File: config.mk
export PLATFORM = sky130hd
export DESIGN_NAME = control_pipeline
export DESIGN_NICKNAME = d
export VERILOG_FILES = /design/src/rtl/control_pipeline_pkg.sv /design/src/rtl/control_pipeline_ctrl_stage_reg.sv /design/src/rtl/control_pipeline.sv
export SDC_FILE = /design/constraint.sdc
export NUM_CORES = 1
export LEC_CHECK = 0
export CAP_MARGIN = 10
export CORE_ASPECT_RATIO = 0.5
export CORE_MARGIN = 5
export CORE_UTILIZATION = 35
export DETAILED_ROUTE_END_ITERATION = 10
export HOLD_SLACK_MARGIN = 0.15
export SYNTH_ARGS = -nofsm -noshare
export SYNTH_HDL_FRONTEND = slang
export SYNTH_SLANG_ARGS = --single-unit
File: constraint.sdc
create_clock -name clk -period 2.65 [get_ports clk]
set_clock_uncertainty 0.1 [all_clocks]
set_input_delay 0.53 -clock clk [delete_from_list [all_inputs] [get_ports clk]]
set_output_delay 0.53 -clock clk [all_outputs]
set_load 0.01 [all_outputs]
File: src/rtl/control_pipeline_pkg.sv
// Shared control-bundle layout for the ID-stage decoder and the control pipeline.
// Group widths, bit positions and the opcode constants both sides agree on.
package control_pipeline_pkg;

  localparam int NB_ALUOP = 6;

  localparam int WB_W        = 2;
  localparam int WB_REGWRITE = 1;
  localparam int WB_MEMTOREG = 0;

  localparam int M_W        = 4;
  localparam int M_JUMP     = 3;
  localparam int M_BRANCH   = 2;
  localparam int M_MEMREAD  = 1;
  localparam int M_MEMWRITE = 0;

  localparam int EX_W      = NB_ALUOP + 2;
  localparam int EX_REGDST = NB_ALUOP + 1;
  localparam int EX_ALUSRC = NB_ALUOP;

  localparam logic [5:0] OP_RTYPE = 6'h00;
  localparam logic [5:0] OP_J     = 6'h02;
  localparam logic [5:0] OP_BEQ   = 6'h04;
  localparam logic [5:0] OP_LW    = 6'h23;
  localparam logic [5:0] OP_SW    = 6'h2b;

endpackage

File: src/rtl/control_pipeline_ctrl_stage_reg.sv
// One pipeline register: control bits cleared on bubble,
// register fields always load when enabled.
module ctrl_stage_reg #(
  parameter int CW = 1,
  parameter int FW = 1
) (
  input  logic          clk,
  input  logic          rst_n,
  input  logic          en,
  input  logic          clr,
  input  logic [CW-1:0] d_ctrl,
  input  logic [FW-1:0] d_fld,
  output logic [CW-1:0] q_ctrl,
  output logic [FW-1:0] q_fld
);

  logic [CW-1:0] ctrl_d, ctrl_q;
  logic [FW-1:0] fld_d, fld_q;

  always_comb begin
    ctrl_d = ctrl_q;
    fld_d  = fld_q;
    if (en) begin
      ctrl_d = clr ? '0 : d_ctrl;
      fld_d  = d_fld;
    end
  end

  always_ff @(posedge clk) begin
    if (!rst_n) begin
      ctrl_q <= '0;
      fld_q  <= '0;
    end else begin
      ctrl_q <= ctrl_d;
      fld_q  <= fld_d;
    end
  end

  assign q_ctrl = ctrl_q;
  assign q_fld  = fld_q;

endmodule

File: src/rtl/control_pipeline.sv
// Carries WB/M/EX control groups through ID/EX, EX/MEM, MEM/WB;
// load-use stall, MEM-resolved flush, saturating debug counters.
module control_pipeline
  import control_pipeline_pkg::*;
#(
  parameter int NB_REG = 5,
  parameter int NB_CNT = 16
) (
  input  logic                clk,
  input  logic                reset,
  input  logic                enable,
  input  logic                id_RegWrite,
  input  logic                id_MemtoReg,
  input  logic                id_Jump,
  input  logic                id_Branch,
  input  logic                id_MemRead,
  input  logic                id_MemWrite,
  input  logic                id_RegDst,
  input  logic                id_ALUSrc,
  input  logic [NB_ALUOP-1:0] id_ALUOp,
  input  logic [NB_REG-1:0]   id_rs,
  input  logic [NB_REG-1:0]   id_rt,
  input  logic [NB_REG-1:0]   id_rd,
  input  logic                mem_take,
  output logic                stall_out,
  output logic                ex_RegDst,
  output logic                ex_ALUSrc,
  output logic [NB_ALUOP-1:0] ex_ALUOp,
  output logic [NB_REG-1:0]   ex_rt,
  output logic [NB_REG-1:0]   ex_rd,
  output logic                mem_Jump,
  output logic                mem_Branch,
  output logic                mem_MemRead,
  output logic                mem_MemWrite,
  output logic                mem_RegWrite,
  output logic [NB_REG-1:0]   mem_dst,
  output logic                wb_RegWrite,
  output logic                wb_MemtoReg,
  output logic [NB_REG-1:0]   wb_dst,
  output logic [NB_CNT-1:0]   stall_cnt,
  output logic [NB_CNT-1:0]   flush_cnt
);

  localparam int IE_CW = WB_W + M_W + EX_W;
  localparam int EM_CW = WB_W + M_W;

  logic [WB_W-1:0]     id_wb, ex_wb, mem_wb, wb_wb;
  logic [M_W-1:0]      id_m, ex_m, mem_m;
  logic [EX_W-1:0]     id_ex, ex_ex;
  logic [IE_CW-1:0]    ie_ctrl;
  logic [EM_CW-1:0]    em_ctrl;
  logic [2*NB_REG-1:0] ie_fld;
  logic [NB_REG-1:0]   ex_dst;
  logic                hazard;
  logic                stall;

  assign id_wb = {id_RegWrite, id_MemtoReg};
  assign id_m  = {id_Jump, id_Branch, id_MemRead, id_MemWrite};
  assign id_ex = {id_RegDst, id_ALUSrc, id_ALUOp};

  ctrl_stage_reg #(.CW(IE_CW), .FW(2*NB_REG)) u_id_ex (
    .clk    (clk),
    .rst_n  (reset),
    .en     (enable),
    .clr    (stall | mem_take),
    .d_ctrl ({id_wb, id_m, id_ex}),
    .d_fld  ({id_rt, id_rd}),
    .q_ctrl (ie_ctrl),
    .q_fld  (ie_fld)
  );

  assign ex_wb = ie_ctrl[IE_CW-1 -: WB_W];
  assign ex_m  = ie_ctrl[EX_W +: M_W];
  assign ex_ex = ie_ctrl[EX_W-1:0];
  assign ex_rt = ie_fld[2*NB_REG-1 -: NB_REG];
  assign ex_rd = ie_fld[NB_REG-1:0];

  // Destination is resolved as the instruction leaves EX
  assign ex_dst = ex_ex[EX_REGDST] ? ex_rd : ex_rt;

  ctrl_stage_reg #(.CW(EM_CW), .FW(NB_REG)) u_ex_mem (
    .clk    (clk),
    .rst_n  (reset),
    .en     (enable),
    .clr    (mem_take),
    .d_ctrl ({ex_wb, ex_m}),
    .d_fld  (ex_dst),
    .q_ctrl (em_ctrl),
    .q_fld  (mem_dst)
  );

  assign mem_wb = em_ctrl[EM_CW-1 -: WB_W];
  assign mem_m  = em_ctrl[M_W-1:0];

  ctrl_stage_reg #(.CW(WB_W), .FW(NB_REG)) u_mem_wb (
    .clk    (clk),
    .rst_n  (reset),
    .en     (enable),
    .clr    (1'b0),
    .d_ctrl (mem_wb),
    .d_fld  (mem_dst),
    .q_ctrl (wb_wb),
    .q_fld  (wb_dst)
  );

  assign hazard = ex_m[M_MEMREAD] & (ex_rt != '0) &
                  ((ex_rt == id_rs) | (ex_rt == id_rt));
  // A taken branch kills the dependent instruction anyway
  assign stall  = hazard & ~mem_take;
  assign stall_out = stall;

  assign ex_RegDst    = ex_ex[EX_REGDST];
  assign ex_ALUSrc    = ex_ex[EX_ALUSRC];
  assign ex_ALUOp     = ex_ex[NB_ALUOP-1:0];
  assign mem_Jump     = mem_m[M_JUMP];
  assign mem_Branch   = mem_m[M_BRANCH];
  assign mem_MemRead  = mem_m[M_MEMREAD];
  assign mem_MemWrite = mem_m[M_MEMWRITE];
  assign mem_RegWrite = mem_wb[WB_REGWRITE];
  assign wb_RegWrite  = wb_wb[WB_REGWRITE];
  assign wb_MemtoReg  = wb_wb[WB_MEMTOREG];

  logic [NB_CNT-1:0] stall_cnt_d, stall_cnt_q;
  logic [NB_CNT-1:0] flush_cnt_d, flush_cnt_q;

  always_comb begin
    stall_cnt_d = stall_cnt_q;
    flush_cnt_d = flush_cnt_q;
    if (enable && stall && (stall_cnt_q != '1))
      stall_cnt_d = stall_cnt_q + NB_CNT'(1);
    if (enable && mem_take && (flush_cnt_q != '1))
      flush_cnt_d = flush_cnt_q + NB_CNT'(1);
  end

  always_ff @(posedge clk) begin
    if (!reset) begin
      stall_cnt_q <= '0;
      flush_cnt_q <= '0;
    end else begin
      stall_cnt_q <= stall_cnt_d;
      flush_cnt_q <= flush_cnt_d;
    end
  end

  assign stall_cnt = stall_cnt_q;
  assign flush_cnt = flush_cnt_q;

endmodule

==> results.cfg <==
[timing]
max-slew-margin-rel_pct = 38.5
final-hold-violation-count = 0
worst_pin_slew_ns = 0.920
rsz0062_at_grt = no
worst_slack_ns = 0.0955
setup_viol = 0
max_freq_mhz = 391
drv_slew = 0
finalCritPeriodShare_pct = 96.4
min_period_ns = 2.55

[yosys]
synth-seq-cells = 74
ys_seq_area_share_pct = 46.0
synthCells = 349
synthTopCellsByArea = dfxtp_1, mux2i_1, nor2_1
postSynthAreaPerCell_um2 = 9.23
ys_warn_count = 0
yosys.area.top_type = dfxtp_1
synth_nets = 384
yosysMostFrequentCell = dfxtp_1
synth_ff_type = dfxtp_1
synth-edff-count = 0
synth_top_cell_area_share_pct = 46.0
ys_types = 40
synth_common_cells = dfxtp_1, nor2_1, mux2i_1
syn_area_um2 = 3220
async_reset_ff_share_pct = 0

[routing]
detail_route.wl_per_cell_um = 14.7
dr.pass1.iters = 4
detail-route-antenna-nets = 0
num_vias = 2901
totalWireLength_um = 8430
drc = 0
drt_iter0_drc = 139
viasPerCell = 5.05

[cts]
clk_path_buf_depth = 2
htree_levels = 3
cts_tree = built
cts_sinks = 74
cts.clk_slew.worst_paths_ns = 0.05
clk_latency_ns = 0.32
root_buffer = clkbuf_16
cts_made_buffers = 9
cts.hold.buffers_added = 0

[floorplanning]
start_util_pct = 36.5
die_x_um = 146
dieHeight_um = 77.8
core-area_um2 = 8830
ios = 101
rows = 24
dieArea_um2 = 11300

[layout]
diodes = 0
layout.nets = 487
final_util_pct = 53.1
layout-drive-gt1-share_pct = 8.75
area_delta_synth_final_pct = 45.5
layoutNonFillerInstCount = 574

[critical_path]
crit_path_start_kind = primary input
criticalPathCategory = in2out
end_kind = output port
r2r_start = u_id_ex.q_fld[6]
critPathLaunch = id_rt[2]
crit_arrival_ns = 1.92
crit_fanout = 2
r2r_setup_slack_ns = 0.36
crit_required_ns = 2.02

[power_and_ir_drop]
power_density_nw_per_um2 = 558
vdd_ir_drop_max_mv = 0.391
power.leakage_uw = 0.00168
power_uw = 2620

[global_routing]
antenna_found_initial = 0
grt_first_pass_wirelength_um = 14100
grt_max_degree = 54
grt_usage_pct = 14.8
overflow = 0
grt_pass1_vias = 2848

[placement]
hpwl_um = 6220
routabilityCongestion = 0.808
place_inst = 556
portBuffers = 100
place_ws_ns = -0.454

[outcome]
outcome = finished, final reports clean

[job]
drv_cap = 0

[worst_hold_path]
hold_class = reg2reg
hp-start = u_ex_mem.q_ctrl[1]
metrics by stage:
stage / hold WS (ns) / TNS (ns) / instance area, um2
detailed placement: 0.358 / -0.976 / 4350
CTS: 0.370 / 0 / 4670
global route: 0.389 / 0 / 4690
global placement: 0.352 / -0.609 / 4350
floorplan: 0.342 / 0 / 3220
finish: 0.369 / 0 / 4690
where the power goes:
group | internal [uW] | switching (uW) | total, uW
Combinational | 142 | 106 | 248
Clock | 779 | 421 | 1200
Sequential | 1140 | 25.9 | 1170
Total | 2060 | 553 | 2620
critical path, stage by stage:
cell	delay, ns
clkdlybuf4s50_1	0.45
xor2_1	0.20
o32ai_4	0.37
nand3b_4	0.13
nor2_4	0.13
buf_6	0.11
what timing repair did:
action                                  4_1_cts  5_1_grt
pin swaps                                     2        4
setup buffers                                 2        0
endpoints found under the setup margin        1        1
resized for setup                             6        5
cells in the final DEF, fill, tap and decap left out, types with 2 or more instances in the layout:
master | Yosys | layout
clkbuf_16 | 0 | 9
a211oi_1 | 5 | 5
xnor2_1 | 15 | 15
mux2i_1 | 28 | 28
nor3_1 | 3 | 3
xor2_1 | 9 | 9
a32o_1 | 14 | 14
nand2_1 | 23 | 23
dlymetal6s2s_1 | 0 | 3
nand3b_1 | 5 | 5
o21ai_0 | 9 | 9
a21oi_1 | 15 | 15
nand3_1 | 15 | 15
nand2b_1 | 10 | 10
inv_1 | 4 | 4
nor3b_1 | 3 | 3
dfxtp_1 | 74 | 74
nor4_1 | 3 | 3
ha_1 | 2 | 2
or2_2 | 2 | 2
buf_4 | 6 | 17
clkdlybuf4s50_1 | 0 | 95
or3_1 | 9 | 9
clkbuf_8 | 0 | 2
or4_1 | 2 | 2
nand4_1 | 11 | 11
nor2_1 | 50 | 49
clkbuf_1 | 13 | 3
metal layers:
layer | vias to the layer above | share of wire (%) | wire [um] | global-route usage, %
met4 | 0 | 1.7 | 144 | 5.31
met2 | 80 | 49 | 4100 | 24.7
met1 | 1374 | 46 | 3840 | 18.6
met3 | 15 | 4.2 | 351 | 3.90
met5 | - | 0 | 0 | 0
li1 | 1432 | - | - | -
registers in the layout, indices dropped and copies added (netlist names):
register         count
flush_cnt           16
stall_cnt           16
u_ex_mem.q_ctrl      6
u_ex_mem.q_fld       5
u_id_ex.q_ctrl      14
u_id_ex.q_fld       10
u_mem_wb.q_ctrl      2
u_mem_wb.q_fld       5
cell type report:
type                       instances  area, um2
sequential                        74       1480
inverter                           5       18.8
multi-input combinational        245       1610
timing repair buffer             117       1130
tap                              117        146
fill                             821       4140
clock inverter                     2       35.0
clock buffer                      14        264
final timing paths:
| kind | endpoint | depth (start not counted) |
|---|---|---|
| max reg2reg | stall_cnt[14] | 7 |
| max | stall_out | 6 |
| min reg2reg | u_ex_mem.q_ctrl[1] | 2 |
| min | u_ex_mem.q_ctrl[1] | 2 |
cell families (layout without fill, tap and decap cells):
group	Yosys count	after routing	share of synthesized area (%)
buffers and inverters	30	138	4.58
and+or+nand+nor	143	143	22.2
AOI/OAI and AO/OA	48	48	11.2
muxes	28	28	8.70
DFF	74	74	46.0
adders and majority gates	2	2	0.777
xor gates and xnor gates	24	24	6.53
No activity file was read; power rests on OpenSTA's default activity.
